## config.mk

```make
export PLATFORM = sky130hd
export DESIGN_NAME = arb8_rr_flat
export DESIGN_NICKNAME = d
export VERILOG_FILES = /design/src/rtl/arb8_rr_pkg.sv /design/src/rtl/arb8_rr_if.sv /design/src/rtl/onehot_enc8.sv /design/src/rtl/arb8_rr.sv /design/src/flat_wrapper.sv
export SDC_FILE = /design/constraint.sdc
export NUM_CORES = 1
export LEC_CHECK = 0
export ABC_AREA = 0
export CAP_MARGIN = 20
export CORE_AREA = 2 2 82 45
export DETAILED_ROUTE_END_ITERATION = 16
export DIE_AREA = 0 0 84 47
export GPL_ROUTABILITY_DRIVEN = 0
export GPL_TIMING_DRIVEN = 0
export PLACE_DENSITY = 0.78
export SYNTH_ARGS = -nofsm -noshare
export SYNTH_HDL_FRONTEND = slang
export SYNTH_SLANG_ARGS = --single-unit
```

## constraint.sdc

```tcl
create_clock -name iClk -period 8.89 [get_ports iClk]
set_input_delay 1.778 -clock iClk [delete_from_list [all_inputs] [get_ports iClk]]
set_output_delay 1.778 -clock iClk [all_outputs]
set_load 0.01 [all_outputs]
```

## src/rtl/arb8_rr_pkg.sv

```systemverilog
`default_nettype none
// ============================================================================
// Module   : arb_pkg
// Purpose  : Shared constants and state encoding for the 8-way RR arbiter.
// Revision : 1.0  initial release
// ============================================================================
package arb_pkg;

  localparam int N_REQ = 8;
  localparam int IDX_W = 3;

  typedef enum logic [0:0] {
    IDLE  = 1'b0,
    GRANT = 1'b1
  } state_t;

endpackage : arb_pkg
`default_nettype wire

```

## src/rtl/arb8_rr_if.sv

```systemverilog
`default_nettype none
// ============================================================================
// Module   : arb8_rr_if
// Purpose  : Request/grant bundle between requesters and the RR arbiter.
// Revision : 1.0  initial release
// ============================================================================
interface arb8_rr_if;
  import arb_pkg::*;

  logic [N_REQ-1:0] iReq;
  logic             iEn;
  logic [N_REQ-1:0] oGnt;
  logic [IDX_W-1:0] oGntIdx;
  logic             oValid;

  modport master (
    output iReq,
    output iEn,
    input  oGnt,
    input  oGntIdx,
    input  oValid
  );

  modport slave (
    input  iReq,
    input  iEn,
    output oGnt,
    output oGntIdx,
    output oValid
  );

endinterface : arb8_rr_if
`default_nettype wire

```

## src/rtl/onehot_enc8.sv

```systemverilog
`default_nettype none
// ============================================================================
// Module   : onehot_enc8
// Purpose  : 8-bit one-hot to 3-bit binary encoder; all-zero input gives 0.
// Revision : 1.0  initial release
// ============================================================================
module onehot_enc8 (
  input  wire logic [7:0] onehot_i,
  output logic      [2:0] idx_o
);

  assign idx_o = {|(onehot_i & 8'hF0), |(onehot_i & 8'hCC), |(onehot_i & 8'hAA)};

endmodule : onehot_enc8
`default_nettype wire

```

## src/rtl/arb8_rr.sv

```systemverilog
`default_nettype none
// ============================================================================
// Module   : arb8_rr
// Purpose  : 8-requester round-robin arbiter with hold-limit timeout and
//            registered one-hot grant, binary index and valid flag.
// Revision : 1.0  initial release
// ============================================================================
module arb8_rr
  import arb_pkg::*;
#(
  parameter int MAX_HOLD = 16,
  parameter int CNT_W    = 8
) (
  input  wire logic iClk,
  input  wire logic iRst,
  arb8_rr_if.slave  bus
);

  state_t             state_q;
  logic [N_REQ-1:0]   gnt_q;
  logic [N_REQ-1:0]   gnt_d;
  logic [IDX_W-1:0]   idx_q;
  logic [IDX_W-1:0]   idx_d;
  logic               valid_q;
  logic [IDX_W-1:0]   ptr_q;
  logic [CNT_W-1:0]   cnt_q;

  logic [2*N_REQ-1:0] req_dbl;
  logic [N_REQ-1:0]   req_rot;
  logic [IDX_W-1:0]   off;
  logic [IDX_W-1:0]   win;
  logic               found;
  logic               rel;

  // Rotate so the pointer position lands at bit 0, then take the lowest set bit.
  always_comb begin
    req_dbl = {bus.iReq, bus.iReq};
    req_rot = N_REQ'(req_dbl >> ptr_q);
    found   = 1'b0;
    off     = '0;
    for (int j = 0; j < N_REQ; j++) begin
      if (!found && req_rot[j]) begin
        found = 1'b1;
        off   = IDX_W'(j);
      end
    end
    win   = ptr_q + off;
    gnt_d = '0;
    if ((state_q == IDLE) && bus.iEn && found) begin
      gnt_d[win] = 1'b1;
    end
  end

  onehot_enc8 u_enc (
    .onehot_i (gnt_d),
    .idx_o    (idx_d)
  );

  assign rel = !bus.iReq[idx_q] || (cnt_q == CNT_W'(MAX_HOLD));

  always_ff @(posedge iClk) begin
    if (iRst) begin
      state_q <= IDLE;
      gnt_q   <= '0;
      idx_q   <= '0;
      valid_q <= 1'b0;
      ptr_q   <= '0;
      cnt_q   <= '0;
    end else begin
      case (state_q)
        IDLE: begin
          if (|gnt_d) begin
            state_q <= GRANT;
            gnt_q   <= gnt_d;
            idx_q   <= idx_d;
            valid_q <= 1'b1;
            cnt_q   <= CNT_W'(1);
          end
        end
        GRANT: begin
          // Pointer moves past the winner on any release, including timeout.
          if (rel) begin
            state_q <= IDLE;
            gnt_q   <= '0;
            idx_q   <= '0;
            valid_q <= 1'b0;
            ptr_q   <= idx_q + IDX_W'(1);
            cnt_q   <= '0;
          end else begin
            cnt_q   <= cnt_q + CNT_W'(1);
          end
        end
        default: begin
          state_q <= IDLE;
          gnt_q   <= '0;
          idx_q   <= '0;
          valid_q <= 1'b0;
          cnt_q   <= '0;
        end
      endcase
    end
  end

  assign bus.oGnt    = gnt_q;
  assign bus.oGntIdx = idx_q;
  assign bus.oValid  = valid_q;

endmodule : arb8_rr
`default_nettype wire

```

## src/flat_wrapper.sv

```systemverilog
// flat-port wrapper written by rule: the top's interface ports become plain ports
module arb8_rr_flat import arb_pkg::*;
#(
  parameter int MAX_HOLD = 16,
  parameter int CNT_W    = 8
)
  (iClk, iRst, bus_iReq, bus_iEn, bus_oGnt, bus_oGntIdx, bus_oValid);
  arb8_rr_if bus_i ();
  input  wire logic iClk;
  input  wire logic iRst;
  input wire logic [$bits(bus_i.iReq)-1:0] bus_iReq;
  input wire logic [$bits(bus_i.iEn)-1:0] bus_iEn;
  output wire logic [$bits(bus_i.oGnt)-1:0] bus_oGnt;
  output wire logic [$bits(bus_i.oGntIdx)-1:0] bus_oGntIdx;
  output wire logic [$bits(bus_i.oValid)-1:0] bus_oValid;
  assign bus_i.iReq = bus_iReq;
  assign bus_i.iEn = bus_iEn;
  assign bus_oGnt = bus_i.oGnt;
  assign bus_oGntIdx = bus_i.oGntIdx;
  assign bus_oValid = bus_i.oValid;
  arb8_rr #(.MAX_HOLD(MAX_HOLD), .CNT_W(CNT_W)) u_core (.iClk(iClk), .iRst(iRst), .bus(bus_i));
endmodule
```

==> Word level (Yosys, flattened, before mapping) <==
Index checks and enable logic that the tools add are counted.
{ "classes": {"n_addsub": 3, "n_lt_le_gt_ge": 3, "eq_ne": 3, "shifts": 1, "muxes": 35, "n_bitwise": 1, "n_reduce_logical": 25} }
{ "ops": {"columns": ["operator", "n"], "rows": [
  ["8-bit two-way mux", 5],
  ["8-bit one-hot mux with 2 select lines", 2],
  ["3-bit two-way mux", 8],
  ["16-bit by 3-bit >> shifter with 8-bit output", 1],
  ["1-bit two-way mux", 15],
  ["4-bit OR reduction", 3],
  ["1-bit logical AND", 10],
  ["8-bit by 1-bit adder with 8-bit output, second input constant", 1],
  ["8-bit by 5-bit == test with 1-bit output, second input constant", 1],
  ["1-bit zero test", 8],
  ["3-bit by 4-bit less-than comparator with 1-bit output, second input constant", 2],
  ["8-bit OR reduction", 1],
  ["3-bit one-hot mux with 2 select lines", 1],
  ["2-bit inequality test, second input constant", 2],
  ["1-bit one-hot mux with 2 select lines", 2],
  ["2-bit AND reduction", 2],
  ["3-bit by 1-bit adder with 3-bit output, second input constant", 1],
  ["3-bit adder", 1],
  ["1-bit binary-select mux with 3-bit select", 1],
  ["1-bit demux with 3-bit select", 1],
  ["3-bit by 1-bit greater-or-equal comparator with 1-bit output, second input constant", 1],
  ["1-bit logical OR", 1],
  ["1-bit inverter", 1]
]} }
{ "word_totals": {"reg_bits": 24, "input_bits": 11, "out_inout_bits": 12, "wordCells": 77} }

==> Logic depth before layout (Yosys ltp) <==
Gate-level depths: netlist of the first run.
{ "depth": {"word_depth": 32, "depth_mapped": 13, "mapped_depth_nobuf": 11} }

==> Modules after synthesis <==
From an unflattened synthesis of the first run, not the netlist that was laid out.
{ "hier_totals": {"cells_unflattened": 209, "hier_area_um2": 1913.1} }
{ "modules_own_cells": {"columns": ["module", "n_inst", "cells_per_inst", "area_per_inst_um2", "seq_area_each_um2"], "rows": [
  ["arb8_rr", 1, 206, 1890.6, 480.5],
  ["onehot_enc8", 1, 3, 22.5, 0.0]
]} }

==> Least setup slack after synthesis of the first run <==
No wires, ideal clock.
{ "synth_timing": {"path_kind": "input to register", "start": "in bus_iReq[3]", "end": "reg u_core.gnt_q[0], in the netlist u_core.bus.oGnt[0]", "setup_ns": 0.117, "arrival_time_ns": 4.362, "t_required_ns": 8.773, "setup_slack_ns": 4.410, "cell_stages": 11, "n_path_buf": 0, "cell_sequence": "mux2_4 > or2_0 > mux4_2 > a211oi_1 > a311oi_1 > o21ai_1 > ha_1 > fa_1 > xor2_1 > xor2_2 > a32o_1"} }
{ "synth_via": {"elab_chain_cells": 32, "word_cells_on_any_way": 48, "cone_classes": "add/sub (1); order compare (2); eq/ne (2); shift (1); mux (22); reduce/logical (20)"} }
{ "synth_rtl": {"columns": ["element", "line_no", "text"], "rows": [
  ["from (decl)", "flat_wrapper.sv:11", "input wire logic [$bits(bus_i.iReq)-1:0] bus_iReq;"],
  ["16-bit by 3-bit >> shifter with 8-bit output", "arb8_rr.sv:38", "req_rot = N_REQ'(req_dbl >> ptr_q);"],
  ["1-bit two-way mux", "arb8_rr.sv:42", "if (!found && req_rot[j]) begin"],
  ["1-bit zero test", "arb8_rr.sv:42", null],
  ["1-bit logical AND", "arb8_rr.sv:42", null],
  ["1-bit two-way mux", "arb8_rr.sv:42", null],
  ["1-bit zero test", "arb8_rr.sv:42", null],
  ["1-bit logical AND", "arb8_rr.sv:42", null],
  ["1-bit two-way mux", "arb8_rr.sv:42", null],
  ["[16 not listed]", null, null],
  ["3-bit by 4-bit less-than comparator with 1-bit output (implied by the code) / 3-bit by 1-bit greater-or-equal comparator with 1-bit output (equally long branches)", "arb8_rr.sv:50", "gnt_d[win] = 1'b1;"],
  ["1-bit logical AND (implied by the code)", "arb8_rr.sv:50", null],
  ["1-bit two-way mux (implied by the code)", "arb8_rr.sv:50", null],
  ["1-bit demux with 3-bit select", null, null],
  ["8-bit two-way mux", "arb8_rr.sv:49", "if ((state_q == IDLE) && bus.iEn && found) begin"],
  ["8-bit OR reduction", "arb8_rr.sv:72", "if (|gnt_d) begin"],
  ["2-bit inequality test (no line)", null, null],
  ["2-bit AND reduction (no line)", null, null],
  ["to (signal assigned)", "arb8_rr.sv:74", "gnt_q <= gnt_d;"],
  ["to (decl)", "arb8_rr.sv:20", "logic [N_REQ-1:0] gnt_q;"]
]} }
Parallel ways exist; a longest one is shown, timed or not. The select of a mux whose other input is x is not followed.
A chain may end at the register's enable or synchronous reset.

==> Worst setup path in the final report of the first run <==
{ "layout_timing": {"start": "in bus_iReq[6]", "end": "reg u_core.gnt_q[3], in the netlist u_core.bus.oGnt[3]"} }
Same word-level chain as after synthesis.

==> flow_summary.yaml, run 1 <==
cts:
  cts_hold_buffers: 0
  clk_pin_slew_ns: 0.09
  insertion_delay_ns: 0.27
  cts_htree_levels: 1
  cts_tree: "yes"
  clk_path_buf_depth: 2
  cts_sinks: 24
  cts_resized: 0
  post-cts-setup-buffer-count: 0
  cts-root-buf: "clkbuf_8"
  cts_made_buffers: 3
layout:
  design_area_sq_um: 2050
  final_cell_mix: "dfxtp_1 (24), clkdlybuf4s50_1 (22), mux2i_1 (17)"
  layout.nets: 208
  instances_no_fill: 233
  syn_to_final_growth_pct: 20.2
  drive_gt1_share_pct: 12.6
  num_antenna_cells: 0
  final_common_cell: "dfxtp_1"
  fillers: 256
hold_path:
  hold_path_class: "reg -> reg"
critical_path:
  worstSetupStartpointType: "input pin"
  arrival_ns: 5.26
  cp_slowest_cell: "clkdlybuf4s50_1"
  cp_cell_sequence: "clkdlybuf4s50_1, mux2i_1, or2_0, mux4_2, a21oi_1, a311oi_1, o21ai_1, ha_1, fa_1, xor2_1, xor2_2, a32o_1"
  cp.required_ns: 9.06
  cp-end-kind: "register"
  path_class: "in -> reg"
  path_max_fanout: 6
  r2r_slack_ns: 5.15
  cp_num_buf_inv: 1
  path_delay_family: "compound AO/OA/AOI/OAI gates"
  max_stage_delay_ns: 0.49
detailed_routing:
  vias: 1436
  drc: 0
  routed_wl_mm: 4.05
  drt_iter0_drc: 116
  drt_pass1_iterations: 5
  detail-route-antenna-nets: 0
  wl_per_cell_um: 17.4
  via_per_inst: 6.16
floorplanning:
  die-area_sq_um: 3950
  start_util_pct: 52.4
  pin_count: 23
  die_w_um: 84
  fp.dieH_um: 47
  rows: 15
  core-area_sq_um: 3250
sta:
  hold_viol_final: 0
  drv_slew: 0
  setup_viol: 0
  holdWs_ns: 0.475
  fin_crit_sh_pct: 57.3
  slew_headroom_pct: 61.0
  period_minus_slack_ns: 5.10
  max_freq_mhz: 196
  worst_pin_slew_ns: 0.581
  setup_tns_ns: 0
  rsz0062_at_grt: "false"
  fin_skew_ns: 0.00579
yosys:
  synth_fp_nets: 181
  synthesis.area_sq_um: 1700
  synthCells: 165
  synth_top_flop_cell: "dfxtp_1"
  postSynthAreaPerCell_sq_um: 10.3
  synth-seq-cells: 24
  synth_cell_types: 46
  synth-async-reset-ratio_pct: 0
  synth_edf_count: 0
  seq_area_frac_synth_pct: 28.2
  yosysWarnings: 0
global_routing:
  track_usage_pct: 21.4
  met3_usage_pct: 4.57
  top_usage_layer: "met2"
  grtUsageMet1_pct: 32.0
  grt_max_degree: 15
  antenna_found_initial: 0
  grt_pass1_vias: 1239
  grt-ovfl-total: 0
  grt.met2_usage_pct: 32.3
  grt_pass1_wl_mm: 6.42
run:
  maxCapViolCount: 0
placed_design:
  placedCellCount: 229
  dpl_cell_area_sq_um: 1970
  port_buffers: 22
  place_hpwl_mm: 3.24
power_and_ir_drop:
  peakVddDrop_v: 0.0000690
  leakagePower_uw: 0.000758
  finalPower_uw: 313
  powerDensity_nw_per_um2: 153
outcome:
  status: "finished, final reports clean"
==> per-layer routing <==
layer / share of wire (%) / wire length [um]
met3: 6.0 / 242
met1: 52 / 2090
met4: 0.52 / 21
met5: 0 / 0
met2: 42 / 1690
==> report_power, final <==
part	switching [uW]	total, uW	internal [uW]
sequential	6.40	120	114
clock	36.2	96.5	60.2
combinational	50.3	96.8	46.4
==> through the flow <==
stage / setup WS, ns / utilization (%)
after floorplan: 4.41 / -
after global placement: 3.70 / 60.8
after detailed placement: 3.57 / 60.8
after CTS: 3.85 / 63.0
after global routing: 3.66 / 63.0
final: 3.79 / 63.0
==> Yosys cell counts, drive strengths merged (2+ instances only) <==
cell,n,share of area [%]
a211oi,2,0.88
a21oi,3,0.88
a22o,3,1.5
a311oi,3,1.5
a32o,8,4.7
and2,5,1.8
and3,2,0.74
buf,7,4.6
dfxtp,24,28
ha,4,2.9
inv,6,1.3
mux2,2,1.5
mux2i,17,10
mux4,8,11
nand2,16,3.5
nand3,3,0.88
nor2,11,2.4
nor2b,2,0.74
nor3,3,1.2
o21ai,7,2.1
o221a,5,3.3
or2,2,0.74
or3,2,0.74
xor2,3,2.0
==> path summary, 6_finish.rpt <==
check                          start                 end  cells after the start
setup / recovery         bus_iReq[6]  u_core.bus.oGnt[3]                     12
hold / removal    u_core.bus.oGnt[5]  u_core.bus.oGnt[5]                      1
setup reg to reg     u_core.ptr_q[1]  u_core.bus.oGnt[3]                     13
hold reg to reg   u_core.bus.oGnt[5]  u_core.bus.oGnt[5]                      1
==> kinds of logic (layout without fill, tap and decap cells) <==
kind of cell | Yosys count | after routing | synth area share, %
AO/OA/AOI/OAI | 40 | 40 | 20.3
multiplexers | 27 | 27 | 22.8
XOR/XNOR | 4 | 4 | 3.60
AND/OR/NAND/NOR | 50 | 50 | 14.6
adder cells (fa/ha/maj) | 5 | 5 | 4.12
buffers and inverters | 15 | 41 | 6.40
flip-flops | 24 | 24 | 28.2
==> final cells by class <==
cell class              count  area [sq um]  area share [%]
multi-input cells         126          1110            54.4
flip-flops and latches     24           480            23.5
repair buffers             22           220            10.8
plain buffers               8          82.6            4.04
well taps                  42          52.6            2.57
clock buffers               3          41.3            2.02
clock inverters             1          30.0            1.47
inverters                   7          26.3            1.28
==> flip-flops by register name (all words and copies together) (netlist names) <==
signal,flops
u_core.bus.oGnt,8
u_core.bus.oGntIdx,3
u_core.state_q,1
u_core.ptr_q,3
u_core.bus.oValid,1
u_core.cnt_q,8
No activity file was read; power rests on OpenSTA's default activity.
==> inputs of run 2 (changes only) <==
==> constraint.sdc (replaced) <==
create_clock -name iClk -period 5.3 [get_ports iClk]
set_input_delay 1.06 -clock iClk [delete_from_list [all_inputs] [get_ports iClk]]
set_output_delay 1.06 -clock iClk [all_outputs]
set_load 0.01 [all_outputs]
==> results of run 2 <==
The final DEF is identical to that of run 1. Status: finished, final reports clean.
Among the figures that moved: setup slack after placement 3.57 ns -> 0.701 ns; setup slack after layout 3.79 ns -> 0.920 ns; register-to-register setup slack 5.15 ns -> 1.56 ns; total power 313 uW -> 526 uW; worst IR drop on VDD 0.0000690 V -> 0.000116 V
==> inputs of run 3 (changes only) <==
==> constraint.sdc (replaced) <==
create_clock -name iClk -period 4.6 [get_ports iClk]
set_input_delay 0.92 -clock iClk [delete_from_list [all_inputs] [get_ports iClk]]
set_output_delay 0.92 -clock iClk [all_outputs]
set_load 0.01 [all_outputs]
==> results of run 3 <==
The final DEF is identical to that of run 1. Status: finished, final reports clean.
Among the figures that moved: setup slack after placement 3.57 ns -> 0.141 ns; setup slack after layout 3.79 ns -> 0.360 ns; register-to-register setup slack 5.15 ns -> 0.86 ns; total power 313 uW -> 606 uW; worst IR drop on VDD 0.0000690 V -> 0.000133 V
